[config.mk]
export PLATFORM = sky130hd
export DESIGN_NAME = ff_pipe_flat
export DESIGN_NICKNAME = d
export VERILOG_FILES = /design/src/rtl/ff_pipe_pkg.sv /design/src/rtl/ff_pipe_if.sv /design/src/rtl/ff_pipe_stage.sv /design/src/rtl/ff_pipe.sv /design/src/flat_wrapper.sv
export SDC_FILE = /design/constraint.sdc
export NUM_CORES = 1
export LEC_CHECK = 0
export ABC_CLOCK_PERIOD_IN_PS = 1650
export BUFFER_PORTS_ARGS = -buffer_cell sky130_fd_sc_hd__clkbuf_2
export CORE_MARGIN = 8
export CORE_UTILIZATION = 40
export DETAILED_ROUTE_END_ITERATION = 12
export GPL_TIMING_DRIVEN = 0
export PLACE_DENSITY = 0.66
export SETUP_SLACK_MARGIN = 0.15
export SYNTH_ARGS = -nofsm -noshare
export SYNTH_HDL_FRONTEND = slang
export SYNTH_SLANG_ARGS = --single-unit
export TNS_END_PERCENT = 10
[constraint.sdc]
create_clock -name clk -period 1.65 [get_ports clk]
set_input_delay 0.2475 -clock clk [delete_from_list [all_inputs] [get_ports clk]]
set_output_delay 0.2475 -clock clk [all_outputs]
set_load 0.03 [all_outputs]
[src/rtl/ff_pipe_pkg.sv]
// Shared constants and helpers for counted register pipes.
// The count width is derived once here so every counted pipe sizes it identically.
package ff_pipe_pkg;

  function automatic int clog2(input int value);
    int result;
    result = 0;
    for (int i = 0; i < 32; i++) begin
      if ((1 << result) < value) begin
        result = result + 1;
      end
    end
    return result;
  endfunction

  // Wide enough to hold every occupancy from 0 to depth inclusive.
  function automatic int count_width(input int depth);
    return clog2(depth + 1);
  endfunction

endpackage

[src/rtl/ff_pipe_if.sv]
// Valid/ready bus around a register pipe: producer side, consumer side and the occupancy count.
interface ff_pipe_if #(
  parameter int WIDTH = 8,
  parameter int CW    = ff_pipe_pkg::count_width(3)
);

  logic [WIDTH-1:0] in_data;
  logic             in_valid;
  logic             in_ready;
  logic [WIDTH-1:0] out_data;
  logic             out_valid;
  logic             out_ready;
  logic [CW-1:0]    count;

  modport master (
    output in_data, in_valid, out_ready,
    input  in_ready, out_data, out_valid, count
  );

  modport slave (
    input  in_data, in_valid, out_ready,
    output in_ready, out_data, out_valid, count
  );

endinterface

[src/rtl/ff_pipe_stage.sv]
// One pipe stage: a valid bit plus a data word, cleared by reset or flush.
// Data only moves when the upstream word is valid, so bubbles never overwrite held data.
module ff_pipe_stage
  import ff_pipe_pkg::*;
#(
  parameter int               WIDTH    = 8,
  parameter logic [WIDTH-1:0] RST_DATA = '0
) (
  input  logic             clk,
  input  logic             rst_n,
  input  logic             clr,
  input  logic             en,
  input  logic             up_valid,
  input  logic [WIDTH-1:0] up_data,
  output logic             valid,
  output logic [WIDTH-1:0] data
);

  always_ff @(posedge clk or negedge rst_n) begin
    if (!rst_n) begin
      valid <= 1'b0;
      data  <= RST_DATA;
    end else if (clr) begin
      valid <= 1'b0;
      data  <= RST_DATA;
    end else if (en) begin
      valid <= up_valid;
      if (up_valid) begin
        data <= up_data;
      end
    end
  end

endmodule

[src/rtl/ff_pipe.sv]
// Chain of DEPTH valid/data stages with valid/ready backpressure, sync flush and a registered count.
module ff_pipe
  import ff_pipe_pkg::*;
#(
  parameter int               WIDTH    = 8,
  parameter int               DEPTH    = 3,
  parameter logic [WIDTH-1:0] RST_DATA = '0
) (
  input  logic      clk,
  input  logic      rst_n,
  input  logic      clr,
  ff_pipe_if.slave  bus
);

  localparam int CW = count_width(DEPTH);

  logic [DEPTH-1:0] v;
  logic [WIDTH-1:0] d [DEPTH];
  logic [DEPTH:0]   r;
  logic [CW-1:0]    count;
  logic             in_xfer;
  logic             out_xfer;

  // A stage can advance when it is empty or everything downstream of it can advance.
  always_comb begin
    r        = '0;
    r[DEPTH] = bus.out_ready;
    for (int i = DEPTH - 1; i >= 0; i--) begin
      r[i] = ~v[i] | r[i+1];
    end
  end

  for (genvar i = 0; i < DEPTH; i++) begin : g_stage
    if (i == 0) begin : g_first
      ff_pipe_stage #(
        .WIDTH    (WIDTH),
        .RST_DATA (RST_DATA)
      ) u_stage (
        .clk      (clk),
        .rst_n    (rst_n),
        .clr      (clr),
        .en       (r[i]),
        .up_valid (bus.in_valid),
        .up_data  (bus.in_data),
        .valid    (v[i]),
        .data     (d[i])
      );
    end else begin : g_rest
      ff_pipe_stage #(
        .WIDTH    (WIDTH),
        .RST_DATA (RST_DATA)
      ) u_stage (
        .clk      (clk),
        .rst_n    (rst_n),
        .clr      (clr),
        .en       (r[i]),
        .up_valid (v[i-1]),
        .up_data  (d[i-1]),
        .valid    (v[i]),
        .data     (d[i])
      );
    end
  end

  assign bus.in_ready  = r[0] & ~clr;
  assign bus.out_valid = v[DEPTH-1];
  assign bus.out_data  = d[DEPTH-1];
  assign bus.count     = count;

  assign in_xfer  = bus.in_valid & bus.in_ready;
  assign out_xfer = bus.out_valid & bus.out_ready;

  // A flush discards everything, including a word the consumer takes that same cycle.
  always_ff @(posedge clk or negedge rst_n) begin
    if (!rst_n) begin
      count <= '0;
    end else if (clr) begin
      count <= '0;
    end else begin
      count <= count + CW'(in_xfer) - CW'(out_xfer);
    end
  end

endmodule
[src/flat_wrapper.sv]
// flat-port wrapper written by rule: the top's interface ports become plain ports
module ff_pipe_flat import ff_pipe_pkg::*;
#(
  parameter int               WIDTH    = 8,
  parameter int               DEPTH    = 3,
  parameter logic [WIDTH-1:0] RST_DATA = '0
)
  (clk, rst_n, clr, bus_in_data, bus_in_valid, bus_out_ready, bus_in_ready, bus_out_data, bus_out_valid, bus_count);
  ff_pipe_if #(.WIDTH(WIDTH)) bus_i ();
  input  logic clk;
  input  logic rst_n;
  input  logic clr;
  input wire logic [$bits(bus_i.in_data)-1:0] bus_in_data;
  input wire logic [$bits(bus_i.in_valid)-1:0] bus_in_valid;
  input wire logic [$bits(bus_i.out_ready)-1:0] bus_out_ready;
  output wire logic [$bits(bus_i.in_ready)-1:0] bus_in_ready;
  output wire logic [$bits(bus_i.out_data)-1:0] bus_out_data;
  output wire logic [$bits(bus_i.out_valid)-1:0] bus_out_valid;
  output wire logic [$bits(bus_i.count)-1:0] bus_count;
  assign bus_i.in_data = bus_in_data;
  assign bus_i.in_valid = bus_in_valid;
  assign bus_i.out_ready = bus_out_ready;
  assign bus_in_ready = bus_i.in_ready;
  assign bus_out_data = bus_i.out_data;
  assign bus_out_valid = bus_i.out_valid;
  assign bus_count = bus_i.count;
  ff_pipe #(.WIDTH(WIDTH), .DEPTH(DEPTH), .RST_DATA(RST_DATA)) u_core (.clk(clk), .rst_n(rst_n), .clr(clr), .bus(bus_i));
endmodule
# ---- After elaboration in Yosys (flattened, before gate mapping)
# Index checks and enable logic that the tools add are counted.
dict set report totals {
  mem_bits_ro 0
  out_inout_bits 12
  ramBits 0
  in_bits 13
  latchBits 0
  n_memories 0
  reg_bits 29
}
dict set report op_classes {
  div_mod_pow 0
  multipliers 0
  shifts 0
  n_reduce_logical 9
  add_sub_neg 2
  muxes 16
  n_lt_le_gt_ge 0
  eq_ne 0
  bitwise 10
}
# operator count
set op_table {}
lappend op_table {{$mux W8} 9}
lappend op_table {{$reduce_bool A2 Y1} 6}
lappend op_table {{$mux W1} 6}
lappend op_table {{$reduce_and A2 Y1} 3}
lappend op_table {{$not A1 Y1} 4}
lappend op_table {{$and A1 B1 Y1} 3}
lappend op_table {{$or A1 B1 Y1} 3}
lappend op_table {{$add A2 B1 Y2} 1}
lappend op_table {{$mux W2} 1}
lappend op_table {{$sub A2 B1 Y2} 1}

# ---- Logic depth before layout (Yosys ltp)
dict set report depth {
  depth_word 9
  depth_mapped 6
  depth_no_buf 6
}

# ---- By module
# A second synthesis with hierarchy kept.
dict set report hier_totals {
  hier_cells 134
  area_unflattened_um2 1508.9
}
# module area_each_um2 n_inst cells_per_inst
set modules_own_cells {}
lappend modules_own_cells {ff_pipe_stage 451.7 3 40}
lappend modules_own_cells {ff_pipe 153.9 1 14}

# ---- Worst setup path after synthesis
# No wires, ideal clock.
dict set report synth_path {
  path_kind {register to register}
  start {reg u_core.g_stage[2].g_rest.u_stage.valid}
  end {reg u_core.count[0] (netlist: u_core.bus.count[0])}
  path_stages_with_launch 6
  arrival_ns 1.446
  slack_ns 0.077
  period_less_slack_ns 1.573
  setup_time_ns 0.128
  path_buffers 0
  path_cell_list {dfrtp_1 and2_1 ha_1 inv_1 ha_1 nor2b_1}
}
dict set report synth_via {
  elab_chain_cells 9
  elab_cells_between_ends 10
  cone_classes {add/sub: 2; mux: 1; bitwise: 7}
}
# item line
set synth_lines {}
lappend synth_lines {{start, declared} ff_pipe_stage.sv:15} ;# output logic valid,
lappend synth_lines {{start signal, assigned} ff_pipe_stage.sv:27} ;# valid <= up_valid;
lappend synth_lines {{$not A1 Y1} ff_pipe.sv:29} ;# r[i] = ~v[i] | r[i+1];
lappend synth_lines {{$or A1 B1 Y1 (3 in series)} ff_pipe.sv:29}
lappend synth_lines {{$and A1 B1 Y1} ff_pipe.sv:65} ;# assign bus.in_ready = r[0] & ~clr;
lappend synth_lines {{$and A1 B1 Y1} ff_pipe.sv:70} ;# assign in_xfer = bus.in_valid & bus.in_ready;
lappend synth_lines {{$add A2 B1 Y2} ff_pipe.sv:80} ;# count <= count + CW'(in_xfer) - CW'(out_xfer);
lappend synth_lines {{$sub A2 B1 Y2 *} ff_pipe.sv:80}
lappend synth_lines {{$mux W2 *} ff_pipe.sv:77} ;# end else if (clr) begin
lappend synth_lines {{end signal, assigned} ff_pipe.sv:80}
lappend synth_lines {{end, declared} ff_pipe.sv:20} ;# logic [CW-1:0] count;
# Mark *: on every way between the ends. The rest lies on a longest branch, timed or not.
# A chain may end at the register's enable or synchronous reset.

# ---- Worst setup path after layout
# Ends and elaborated chain as after synthesis.

==> impl_metrics.py <==
metrics = {
    "outcome": {
        "status": "finished, final reports clean",
    },
    "setup_path": {
        "r2r-start": "u_core.g_stage[2].g_rest.u_stage.valid$_DFFE_PN0P_",
        "cp.required_ps": 1850,
        "crit_end": "u_core.bus.count[0]$_DFF_PN0_",
        "critPathCaptureType": "flip-flop",
        "worstSetupStartpointType": "flip-flop",
        "crit_start": "u_core.g_stage[2].g_rest.u_stage.valid$_DFFE_PN0P_",
        "regToRegSetupSlack_ps": 210,
        "r2r_cells": 5,
        "critPathKind": "flip-flop to flip-flop",
        "r2r_end": "u_core.bus.count[0]$_DFF_PN0_",
        "arrival_ps": 1640,
        "worstPathMaxFanout": 5,
    },
    "synth": {
        "netlist_instances": 105,
        "ys_warn_count": 0,
        "yosys_register_bits": 29,
        "yosysSeqAreaShare_pct": 56.3,
        "syn-cell-area_mm2": 0.00129,
        "syn_avg_cell_area_um2": 12.3,
        "synth_cell_types": 22,
        "syn-num-nets": 120,
    },
    "pwr": {
        "seqPwrFrac_pct": 46.8,
        "leakagePower_uw": 0.000848,
        "swShare_pct": 21.5,
        "finalPower_uw": 1610,
        "pwr-share-clk_pct": 44.3,
        "netSwitchingPower_uw": 345,
        "power_density_mw_per_mm2": 991,
        "power.internal_uw": 1260,
        "p_comb_share_pct": 8.9,
        "peakVddDrop_mv": 0.857,
    },
    "clock_network": {
        "cts_sinks": 29,
        "cts_max_level": 2,
        "numCtsBuffers": 5,
        "cts_tree": "built",
        "clock_latency_ps": 320,
        "root_buffer": "clkbuf_4",
        "cts_buffer_depth": 2,
        "path_clk_slew_ps": 90,
    },
    "timing": {
        "slew_headroom_pct": 54.2,
        "drv_slew": 0,
        "tightest_slew_ps": 686,
        "setup_viol": 0,
        "max_freq_mhz": 697,
        "hold_viol": 0,
        "whs_ps": 143,
        "fin_skew_ps": 5.65,
        "fin_crit_sh_pct": 87.0,
        "fin_ws_ps": 215,
        "setup_tns_ps": 0,
        "rsz0062_at_grt": "true",
        "period_minus_slack_ps": 1440,
    },
    "global_routing": {
        "grt_pass1_wl_mm": 4.15,
        "grt_max_degree": 30,
        "grt_overflow": 0,
        "antenna_found_initial": 0,
        "grt_util_all_layers_pct": 10.1,
        "grt_pass1_vias": 887,
    },
    "routing": {
        "drc_errors": 0,
        "wirelength_mm": 2.37,
        "wl_per_cell_um": 12.8,
        "via_count": 880,
        "first_iter_violations": 27,
        "dr.pass1.iters": 4,
        "vias_per_cell": 4.73,
        "postRouteAntennaNets": 0,
    },
    "placed_design": {
        "port-buffer-count": 23,
        "dp_hpwl_mm": 1.74,
        "place_ws_ps": 141,
        "finalWeightedCongestion": 0.696,
    },
    "floorplan": {
        "dieHeight_um": 72.8,
        "fp.dieW_um": 72.8,
        "start_util_pct": 42.3,
        "dieArea_mm2": 0.00530,
        "pin_count": 25,
        "std_cell_rows": 20,
        "core_mm2": 0.00305,
    },
    "job": {
        "max_cap_violations": 0,
    },
    "finish": {
        "nets": 156,
        "diodes": 0,
        "drive_above_1_share_pct": 39.4,
        "fillers": 288,
        "layout-area-overhead-vs-synth_pct": 25.8,
        "multi_input_area_um2": 468,
        "regArea_um2": 728,
        "utilization_pct": 53.2,
    },
    "hold_path": {
        "hp-class": "input port to flip-flop",
        "min-delay-start": "bus_in_data[0]",
    },
}
## cell families after synthesis
logic type	after synthesis	synth area share [%]
flip-flops	29	56.3
AO/OA/AOI/OAI	37	20.2
adder cells (fa/ha/maj)	2	1.94
buffers and inverters	17	8.05
AND/OR/NAND/NOR	18	12.2
XOR/XNOR	2	1.36
## registers in the layout, indices dropped and copies added (netlist names)
signal,count
u_core.g_stage.g_rest.u_stage.valid,2
u_core.g_stage.g_first.u_stage.data,8
u_core.g_stage.g_first.u_stage.valid,1
u_core.bus.count,2
u_core.g_stage.g_rest.u_stage.data,16
## placed cells by master, fill, tap and decap left out, drive strengths merged
cell type    instances
nand3                8
nor2b                3
xnor2                1
ha                   2
buf                 17
o21ai                8
nand3b               1
nor3b                2
bufinv               2
dfrtp               29
dlygate4sd3          1
xor2                 1
a21oi               13
clkinv               1
inv                  5
and2                 1
nand4b               1
nor2                 1
a22o                16
or2b                 1
clkbuf              28
## worst max-delay path, cell delays in order (launching register included)
cell and delay (ps):
dfrtp_2 460, and2_1 170, ha_1 270, inv_1 40, ha_1 270, nor2b_1 120
## cells in the mapped netlist
cell	instances	area share [%]
nand4b_4	1	1.8
nor2_1	1	0.29
buf_4	8	4.7
buf_2	2	0.78
a21oi_1	11	4.3
a21oi_4	1	1.3
nor3b_4	2	2.9
xnor2_1	1	0.68
ha_1	2	1.9
a21oi_2	1	0.68
nor2b_1	3	1.5
a22o_1	16	11
xor2_1	1	0.68
clkbuf_1	1	0.29
or2b_1	1	0.58
dfrtp_1	29	56
nand3b_4	1	1.6
and2_1	1	0.49
nand3_1	8	3.1
o21ai_0	8	3.1
inv_1	5	1.5
buf_6	1	0.87
## what timing repair did
| item | in CTS | in global routing |
|---|---|---|
| buffers inserted | 2 | 3 |
| endpoints found under the setup margin | 3 | 3 |
| hold buffers | 1 | 0 |
| pin swaps | 0 | 1 |
| hold endpoints to repair | 29 | 0 |
| gates resized for setup | 3 | 1 |
## metrics by stage
stage,instances,instance area [µm²]
4_1_cts,183,1600
5_1_grt,186,1620
3_3_place_gp,172,1460
2_1_floorplan,105,1290
6_report,186,1620
3_5_place_dp,172,1460
## metal layers
metal | part of all wire (%) | track usage (%) | vias up
met1 | 51 | 13.6 | 399
met4 | 1.5 | 4.00 | 0
li1 | - | - | 447
met3 | 7.6 | 5.36 | 6
met5 | 0 | 0 | -
met2 | 39 | 12.9 | 28
## power by group through the flow
stage,combinational [µW],sequential [µW],clock (µW)
2_1_floorplan,73.8,775,0
3_3_place_gp,130,767,0
3_5_place_dp,134,768,0
4_1_cts,144,753,734
5_1_grt,158,756,772
6_report,143,753,713
## area by class of cell
type / count / share of cell area (%)
repair buffers: 29 / 10.2
multi-input cells: 59 / 28.8
flip-flops and latches: 29 / 44.9
well taps: 44 / 3.39
clock inverters: 3 / 4.01
inverters: 5 / 1.16
clock buffers: 5 / 2.31
plain buffers: 12 / 5.24
## how the worst min path moves through the flow
| stage | end | slack [ps] | cells past startpoint |
|---|---|---|---|
| after floorplan | u_core.bus.count[0]$_DFF_PN0_ | -50 | 0 |
| after global placement | u_core.bus.count[0]$_DFF_PN0_ | 320 | 1 |
| after detailed placement | u_core.bus.count[0]$_DFF_PN0_ | 330 | 1 |
| after CTS | u_core.g_stage[0].g_first.u_stage.data[6]$_DFFE_PN0P_ | 130 | 2 |
| after global routing | u_core.g_stage[0].g_first.u_stage.data[6]$_DFFE_PN0P_ | 120 | 2 |
| final | u_core.g_stage[0].g_first.u_stage.data[0]$_DFFE_PN0P_ | 140 | 2 |
Power figures use the tool's default switching activity.
